File: config.mk
export PLATFORM = sky130hd
export DESIGN_NAME = rf_write_arbiter
export DESIGN_NICKNAME = d
export VERILOG_FILES = /design/src/rtl/rf_ctrl_pkg.sv /design/src/rtl/rf_scoreboard.sv /design/src/rtl/rf_write_arbiter.sv
export SDC_FILE = /design/constraint.sdc
export NUM_CORES = 1
export LEC_CHECK = 0
export BUFFER_PORTS_ARGS = -buffer_cell sky130_fd_sc_hd__buf_2
export CAP_MARGIN = 10
export CORE_AREA = 2 2 103 105
export DETAILED_ROUTE_END_ITERATION = 7
export DIE_AREA = 0 0 105 107
export GPL_TIMING_DRIVEN = 1
export PLACE_DENSITY = 0.61
export SLEW_MARGIN = 20
export SYNTH_ARGS = -nofsm -noshare
export SYNTH_HDL_FRONTEND = slang
export SYNTH_HIERARCHICAL = 1
export SYNTH_SLANG_ARGS = --single-unit
File: constraint.sdc
create_clock -name clk -period 2.8 [get_ports clk]
set_input_delay 0.56 -clock clk [delete_from_list [all_inputs] [get_ports clk]]
set_output_delay 0.56 -clock clk [all_outputs]
set_load 0.05 [all_outputs]
File: src/rtl/rf_ctrl_pkg.sv
// rtl/rf_ctrl_pkg.sv - shared constants and grant encoding for the register-file write arbiter
//
// Purpose: register-file geometry (XLEN, NREG, REG_AW), the x0 address constant and
//          the write-port grant enum used by rf_write_arbiter and rf_scoreboard.
package rf_ctrl_pkg;

  localparam int XLEN   = 32;
  localparam int NREG   = 32;
  localparam int REG_AW = $clog2(NREG);

  localparam logic [REG_AW-1:0] REG_X0 = '0;

  typedef enum logic [1:0] {
    GNT_NONE = 2'd0,
    GNT_P    = 2'd1,
    GNT_L    = 2'd2
  } grant_e;

endpackage

File: src/rtl/rf_scoreboard.sv
// rtl/rf_scoreboard.sv - pending-writeback scoreboard for long-latency destinations
//
// Purpose: tracks which registers await an L writeback, answers decode hazard queries
//          and flags protocol violations (sticky error).
// Ports:
//   clk, reset           clock, asynchronous active-high reset
//   set_valid, set_rd    reservation from decode
//   clr_valid, clr_rd    L write accepted (clears pending bit)
//   chk_valid, chk_rd    P write accepted (must not target a pending register)
//   q_rs1, q_rs2         decode source queries
//   q_hazard             either query hits a pending register (combinational)
//   busy                 pending vector, bit 0 always 0
//   err                  sticky protocol error
module rf_scoreboard
  import rf_ctrl_pkg::*;
(
  input  logic              clk,
  input  logic              reset,
  input  logic              set_valid,
  input  logic [REG_AW-1:0] set_rd,
  input  logic              clr_valid,
  input  logic [REG_AW-1:0] clr_rd,
  input  logic              chk_valid,
  input  logic [REG_AW-1:0] chk_rd,
  input  logic [REG_AW-1:0] q_rs1,
  input  logic [REG_AW-1:0] q_rs2,
  output logic              q_hazard,
  output logic [NREG-1:0]   busy,
  output logic              err
);

  logic [NREG-1:0] busy_q, busy_d;
  logic            err_q, err_d;
  logic            set_err, clr_err, chk_err;

  always_comb begin
    busy_d = busy_q;
    // Clear first so a same-cycle reservation of the same register wins.
    if (clr_valid) begin
      busy_d[clr_rd] = 1'b0;
    end
    if (set_valid && (set_rd != REG_X0)) begin
      busy_d[set_rd] = 1'b1;
    end
    busy_d[0] = 1'b0;
  end

  always_comb begin
    set_err = set_valid && (set_rd != REG_X0) && busy_q[set_rd] &&
              !(clr_valid && (clr_rd == set_rd));
    clr_err = clr_valid && (clr_rd != REG_X0) && !busy_q[clr_rd];
    chk_err = chk_valid && (chk_rd != REG_X0) && busy_q[chk_rd];
    err_d   = err_q | set_err | clr_err | chk_err;
  end

  always_ff @(posedge clk or posedge reset) begin
    if (reset) begin
      busy_q <= '0;
      err_q  <= 1'b0;
    end else begin
      busy_q <= busy_d;
      err_q  <= err_d;
    end
  end

  // Reads registered state only: a clear landing this cycle is not bypassed.
  assign q_hazard = ((q_rs1 != REG_X0) && busy_q[q_rs1]) ||
                    ((q_rs2 != REG_X0) && busy_q[q_rs2]);
  assign busy     = busy_q;
  assign err      = err_q;

endmodule

File: src/rtl/rf_write_arbiter.sv
// rtl/rf_write_arbiter.sv - shares the register-file write port between pipeline and long-latency unit
//
// Purpose: fixed priority to the pipeline writeback (P) with a starvation guard that
//          forces the long-latency unit (L) through after MAX_WAIT stalled cycles.
//          Write port outputs are combinational from the winning request.
// Ports:
//   clk, reset                       clock, asynchronous active-high reset
//   p_valid/p_rd/p_data/p_ready      pipeline writeback request
//   l_valid/l_rd/l_data/l_ready      long-latency unit request
//   rsv_valid/rsv_rd                 decode reservation of an L destination
//   q_rs1/q_rs2/q_hazard             decode hazard query
//   busy                             pending scoreboard
//   rf_rd/rf_din/rf_we               register file write port
//   err                              sticky protocol error
module rf_write_arbiter
  import rf_ctrl_pkg::*;
#(
  parameter int MAX_WAIT = 4
) (
  input  logic              clk,
  input  logic              reset,
  input  logic              p_valid,
  input  logic [REG_AW-1:0] p_rd,
  input  logic [XLEN-1:0]   p_data,
  output logic              p_ready,
  input  logic              l_valid,
  input  logic [REG_AW-1:0] l_rd,
  input  logic [XLEN-1:0]   l_data,
  output logic              l_ready,
  input  logic              rsv_valid,
  input  logic [REG_AW-1:0] rsv_rd,
  input  logic [REG_AW-1:0] q_rs1,
  input  logic [REG_AW-1:0] q_rs2,
  output logic              q_hazard,
  output logic [NREG-1:0]   busy,
  output logic [REG_AW-1:0] rf_rd,
  output logic [XLEN-1:0]   rf_din,
  output logic              rf_we,
  output logic              err
);

  localparam int WCW = $clog2(MAX_WAIT + 1);
  localparam logic [WCW-1:0] WAIT_MAX = WCW'(MAX_WAIT);

  logic [WCW-1:0] wait_cnt_q, wait_cnt_d;
  logic           force_l;
  grant_e         gnt;

  assign force_l = (wait_cnt_q == WAIT_MAX);

  // Grant is gated by reset so nothing is accepted while reset is held.
  always_comb begin
    gnt = GNT_NONE;
    if (!reset) begin
      if (l_valid && force_l) begin
        gnt = GNT_L;
      end else if (p_valid) begin
        gnt = GNT_P;
      end else if (l_valid) begin
        gnt = GNT_L;
      end
    end
  end

  assign p_ready = (gnt == GNT_P);
  assign l_ready = (gnt == GNT_L);

  always_comb begin
    rf_rd  = REG_X0;
    rf_din = '0;
    unique case (gnt)
      GNT_P: begin
        rf_rd  = p_rd;
        rf_din = p_data;
      end
      GNT_L: begin
        rf_rd  = l_rd;
        rf_din = l_data;
      end
      default: ;
    endcase
  end

  // x0 writes are still accepted, they just never reach the register file.
  assign rf_we = (gnt != GNT_NONE) && (rf_rd != REG_X0);

  always_comb begin
    wait_cnt_d = '0;
    if (l_valid && !l_ready) begin
      wait_cnt_d = force_l ? wait_cnt_q : wait_cnt_q + 1'b1;
    end
  end

  always_ff @(posedge clk or posedge reset) begin
    if (reset) begin
      wait_cnt_q <= '0;
    end else begin
      wait_cnt_q <= wait_cnt_d;
    end
  end

  rf_scoreboard u_scoreboard (
    .clk       (clk),
    .reset     (reset),
    .set_valid (rsv_valid),
    .set_rd    (rsv_rd),
    .clr_valid (l_ready),
    .clr_rd    (l_rd),
    .chk_valid (p_ready),
    .chk_rd    (p_rd),
    .q_rs1     (q_rs1),
    .q_rs2     (q_rs2),
    .q_hazard  (q_hazard),
    .busy      (busy),
    .err       (err)
  );

endmodule
==> impl_summary.md <==
Global routing
The initial antenna violation count is 0. The first global-routing pass estimated 22.87 mm of wire. The global-route usage over all layers is 0.2635. The number of global-route vias before repair is a little over 4000. Entering global routing, the biggest net connects 33 pins. The final global-route overflow total is 0.

Clock network
For this design, the CTS-stage hold fixing added 0 buffers. The clock tree from TritonCTS is done. The clock passes through at most 2 buffers. The H-tree was split into 2 levels. Clock-pin slew was measured on the worst setup and hold paths at approximately 0.070 ns. The clock buffer count from CTS is 5. The clock tree root driver cell is clkbuf_8. The clock net in this run drives a total of 35 sinks. For the worst-skew pair, the clock arrives at the later sink with an insertion delay of 0.29 ns.

Synth
The cell area that synthesis handed to floorplanning was 0.003500 sq mm. The count of cell types in the netlist is 43. In the synthesized netlist the async set-or-reset flop fraction comes to 1.000. Of the post-synthesis cell area, the dominant cell type holds 0.2503. After synthesis, the largest family of logic cells by area is multiplexers. Among all flip-flop cells after synthesis, the most frequent one is dfrtp_1. Summed over all instances, the cell type with the most area after synthesis is dfrtp_1. The number of enable-type register cells in the synthesized netlist is 0. The adder-cell share of the synthesized area is 0.01788. Of the total synthesized cell area, the portion taken by AND, OR, NAND and NOR gates is 0.1566. The net count after synthesis is 481. The post-synthesis cell count is 382. The mux contribution to synthesized area is 0.2685. After synthesis the netlist holds a flip-flop and latch count of 35. The synthesized area per cell is 9.161 sq um. The sequential element share of the synthesized area is 0.2503.

The share of the synthesized area in compound gates (AO/OA/AOI/OAI) is 0.2353. During synthesis, Yosys emitted a total of 6 warnings. In the post-synthesis netlist, the biggest area contributors are dfrtp_1 25%, mux4_2 21%, o21ai_0 9.7%, a22oi_1 7.3%, nor2_1 4.6%. The post-synthesis xor/xnor area fraction is 0.01502.

Power
VDD sags by at most 0.4182 mV. The reported leakage power is between 2 and 2.5 nW. Dividing total power by cell area gives a power density of 569.0 mW/mm^2.

Timing
The max-slew violation total from the final report is 0. The final critical-path setup slack is -0.1792 ns. Setup violations remaining at the end of the flow were counted as 1. Counting I/O delays and the setup requirement, the final critical path takes 2.979 ns. The highest clock rate is around 0.34 GHz. The share of the clock period used by the worst path is 1.064. The final setup skew is 0.002853 ns. Setup repair after global routing could not meet its margin everywhere. The final count of hold timing violations is 0.

Worst setup path
STA puts the critical path data arrival time at approximately 2.4 ns. Data on the critical path is required at its endpoint by 2.24 ns. The biggest fanout along the worst timing path is 2. The type of destination of the critical path is an output port. The startpoint of the worst-slack reg-to-reg timing path is wait_cnt_q[1]. The kind of start point of the critical path is a flip-flop. Tracing the worst setup path back leads to its startpoint at u_scoreboard/busy[15].

The kind of critical path is flip-flop to output port.

Die
The floorplan step defined a die boundary enclosing 0.01124 sq mm. The number of placement rows is 37. The initial utilization of the core area, before any placement, comes to 0.3468. 168 I/O pins were placed. The overall die height is 107 um. The total core area is ~0.010 sq mm. The die span in x is 105 um.

Placed design
Port buffering added ~170 buffers. At the placement stage, the worst setup path has a slack of -0.3206 ns. The routability congestion estimate from global placement is 0.9369. Summed over all nets, the half-perimeter wirelength after detailed placement is 11.46 mm. The post-detailed-placement cell area is 0.004836 sq mm.

Outcome
The run finished, with violations left. The final reports fail on negative setup slack.

Route
The highest layer used for signal routing is met4. In the final routed layout, each cell accounts on average for around 22 um. The number of vias after detailed routing is 4342. The wire length on met2 is 7.529 mm.

The residual antenna-violating net count after detailed routing is 0. The first routing iteration left 389 violations. In the detailed route, the total length drawn on met3 is approximately 1.7 mm. In the routed layout, each cell is associated on average with a via count of 6.064. The total detailed-routing wirelength is 15.80 mm. After detailed routing, the number of remaining DRC violations is 0. The sum of routed wire segments on met1 is 6.209 mm. The detailed-router iteration count before antenna repair is 5.

Finish
At the end of the flow the core is filled with cells to 0.5439. 0 antenna diodes ended up in the layout. The final layout contains 678 nets. The finished cells cover approximately 0.0055 sq mm. The layout overhead on the synthesized area is 56.85%.

In the final layout, the share of cells above drive strength 1 is 0.6052.

Min path
The path class of the tightest hold or removal check is primary input to asynchronous set/reset pin.

Run
The max-capacitance violation count is 0.
## Yosys cell counts (4+ instances only)
| cell | n |
|---|---|
| mux2_2 | 5 |
| clkbuf_1 | 21 |
| nor2_1 | 43 |
| or3b_2 | 6 |
| inv_1 | 11 |
| mux2i_1 | 14 |
| nand2_1 | 14 |
| dfrtp_1 | 35 |
| a21oi_1 | 4 |
| ha_1 | 5 |
| o21ai_0 | 68 |
| buf_2 | 11 |
| nand3_1 | 12 |
| nor2b_1 | 6 |
| xor2_1 | 4 |
| nand2b_1 | 5 |
| nand3b_1 | 9 |
| a22oi_1 | 34 |
| mux4_2 | 33 |
| a22oi_2 | 4 |
## power by group
part / leakage, nW / internal [mW] / total (mW) / switching (mW)
registers: 0.408 / 0.619 / 0.721 / 0.102
logic: 1.84 / 0.739 / 1.93 / 1.19
clock network: 0.0612 / 0.288 / 0.469 / 0.181
## cell usage in the layout (no fill, tap or decap), drive strengths merged, types with 3 or more instances in the layout
| master | n |
|---|---|
| buf | 222 |
| o21ai | 68 |
| nor2 | 43 |
| a22oi | 38 |
| dfrtp | 35 |
| mux4 | 33 |
| mux2i | 14 |
| nand2 | 14 |
| nand3 | 12 |
| inv | 11 |
| nand3b | 9 |
| clkbuf | 8 |
| or3b | 6 |
| nor2b | 6 |
| nand2b | 5 |
| ha | 5 |
| mux2 | 5 |
| a21oi | 4 |
| xor2 | 4 |
| a31oi | 3 |
| a211oi | 3 |
| o31ai | 3 |
| o22ai | 3 |
| and3 | 3 |
## per-stage QoR
step	TNS [ns]	total power, mW	std cells	hold slack (ns)
global route	-0.2898	3.254	716	0.4038
floorplan	-2.001	1.835	382	0.3349
global placement	-0.3064	2.500	696	0.4950
finish	-0.1792	3.123	716	0.3550
detailed placement	-0.3206	2.517	696	0.4865
CTS	-0.1617	3.041	709	0.3150
## layout make-up
class	instances	area, sq um
Clock buffer	6	82.58
Fill cell	953	4603
Timing Repair Buffer	224	1530
Inverter	11	43.79
Clock inverter	2	35.03
Sequential cell	35	875.8
Multi-Input combinational cell	302	2751
Tap cell	136	170.2
## worst paths after layout
path	to	slack, ns	cells past startpoint
worst max register to register	u_scoreboard/busy[4]	0.33	11
min in group clk	u_scoreboard/err	0.51	2
worst min-delay path	u_scoreboard/busy[29]	0.36	3
worst min register to register	u_scoreboard/err	0.51	2
worst max-delay path	q_hazard	-0.18	5
max in group asynchronous	u_scoreboard/busy[21]	2.15	3
## cells by family (layout without fill, tap and decap cells)
logic type / after synthesis / in the layout
AO/OA/AOI/OAI: 130 / 130
AND/OR/NAND/NOR: 108 / 108
multiplexers: 52 / 52
buffers and inverters: 45 / 243
flip-flops: 35 / 35
XOR/XNOR: 6 / 6
adder cells (fa/ha/maj): 5 / 5
other: 1 / 1
## state kept, by name, indices dropped and copies added, names as in the netlist
name,count
u_scoreboard/busy,31
u_scoreboard/err,1
wait_cnt_q,3
## critical path, cell delays in order (launching register included)
cell     delay (ns)
dfrtp_1        0.41
mux4_2         0.47
mux4_2         0.50
mux2_4         0.28
a221o_2        0.31
buf_8          0.15
## routing by layer
layer  GRT usage  vias up
met1      0.3559     2151
li1            -     1863
met5           0        -
met4     0.08000        0
met3     0.07112       48
met2      0.4142      280
## repair_timing
item	4_1_cts	5_1_grt
gates cloned	1	1
resized for setup	55	49
buffers inserted	4	6
pin swaps	3	10
endpoints found under the setup margin	38	38
Note: power is estimated with default switching activity, not from simulation.
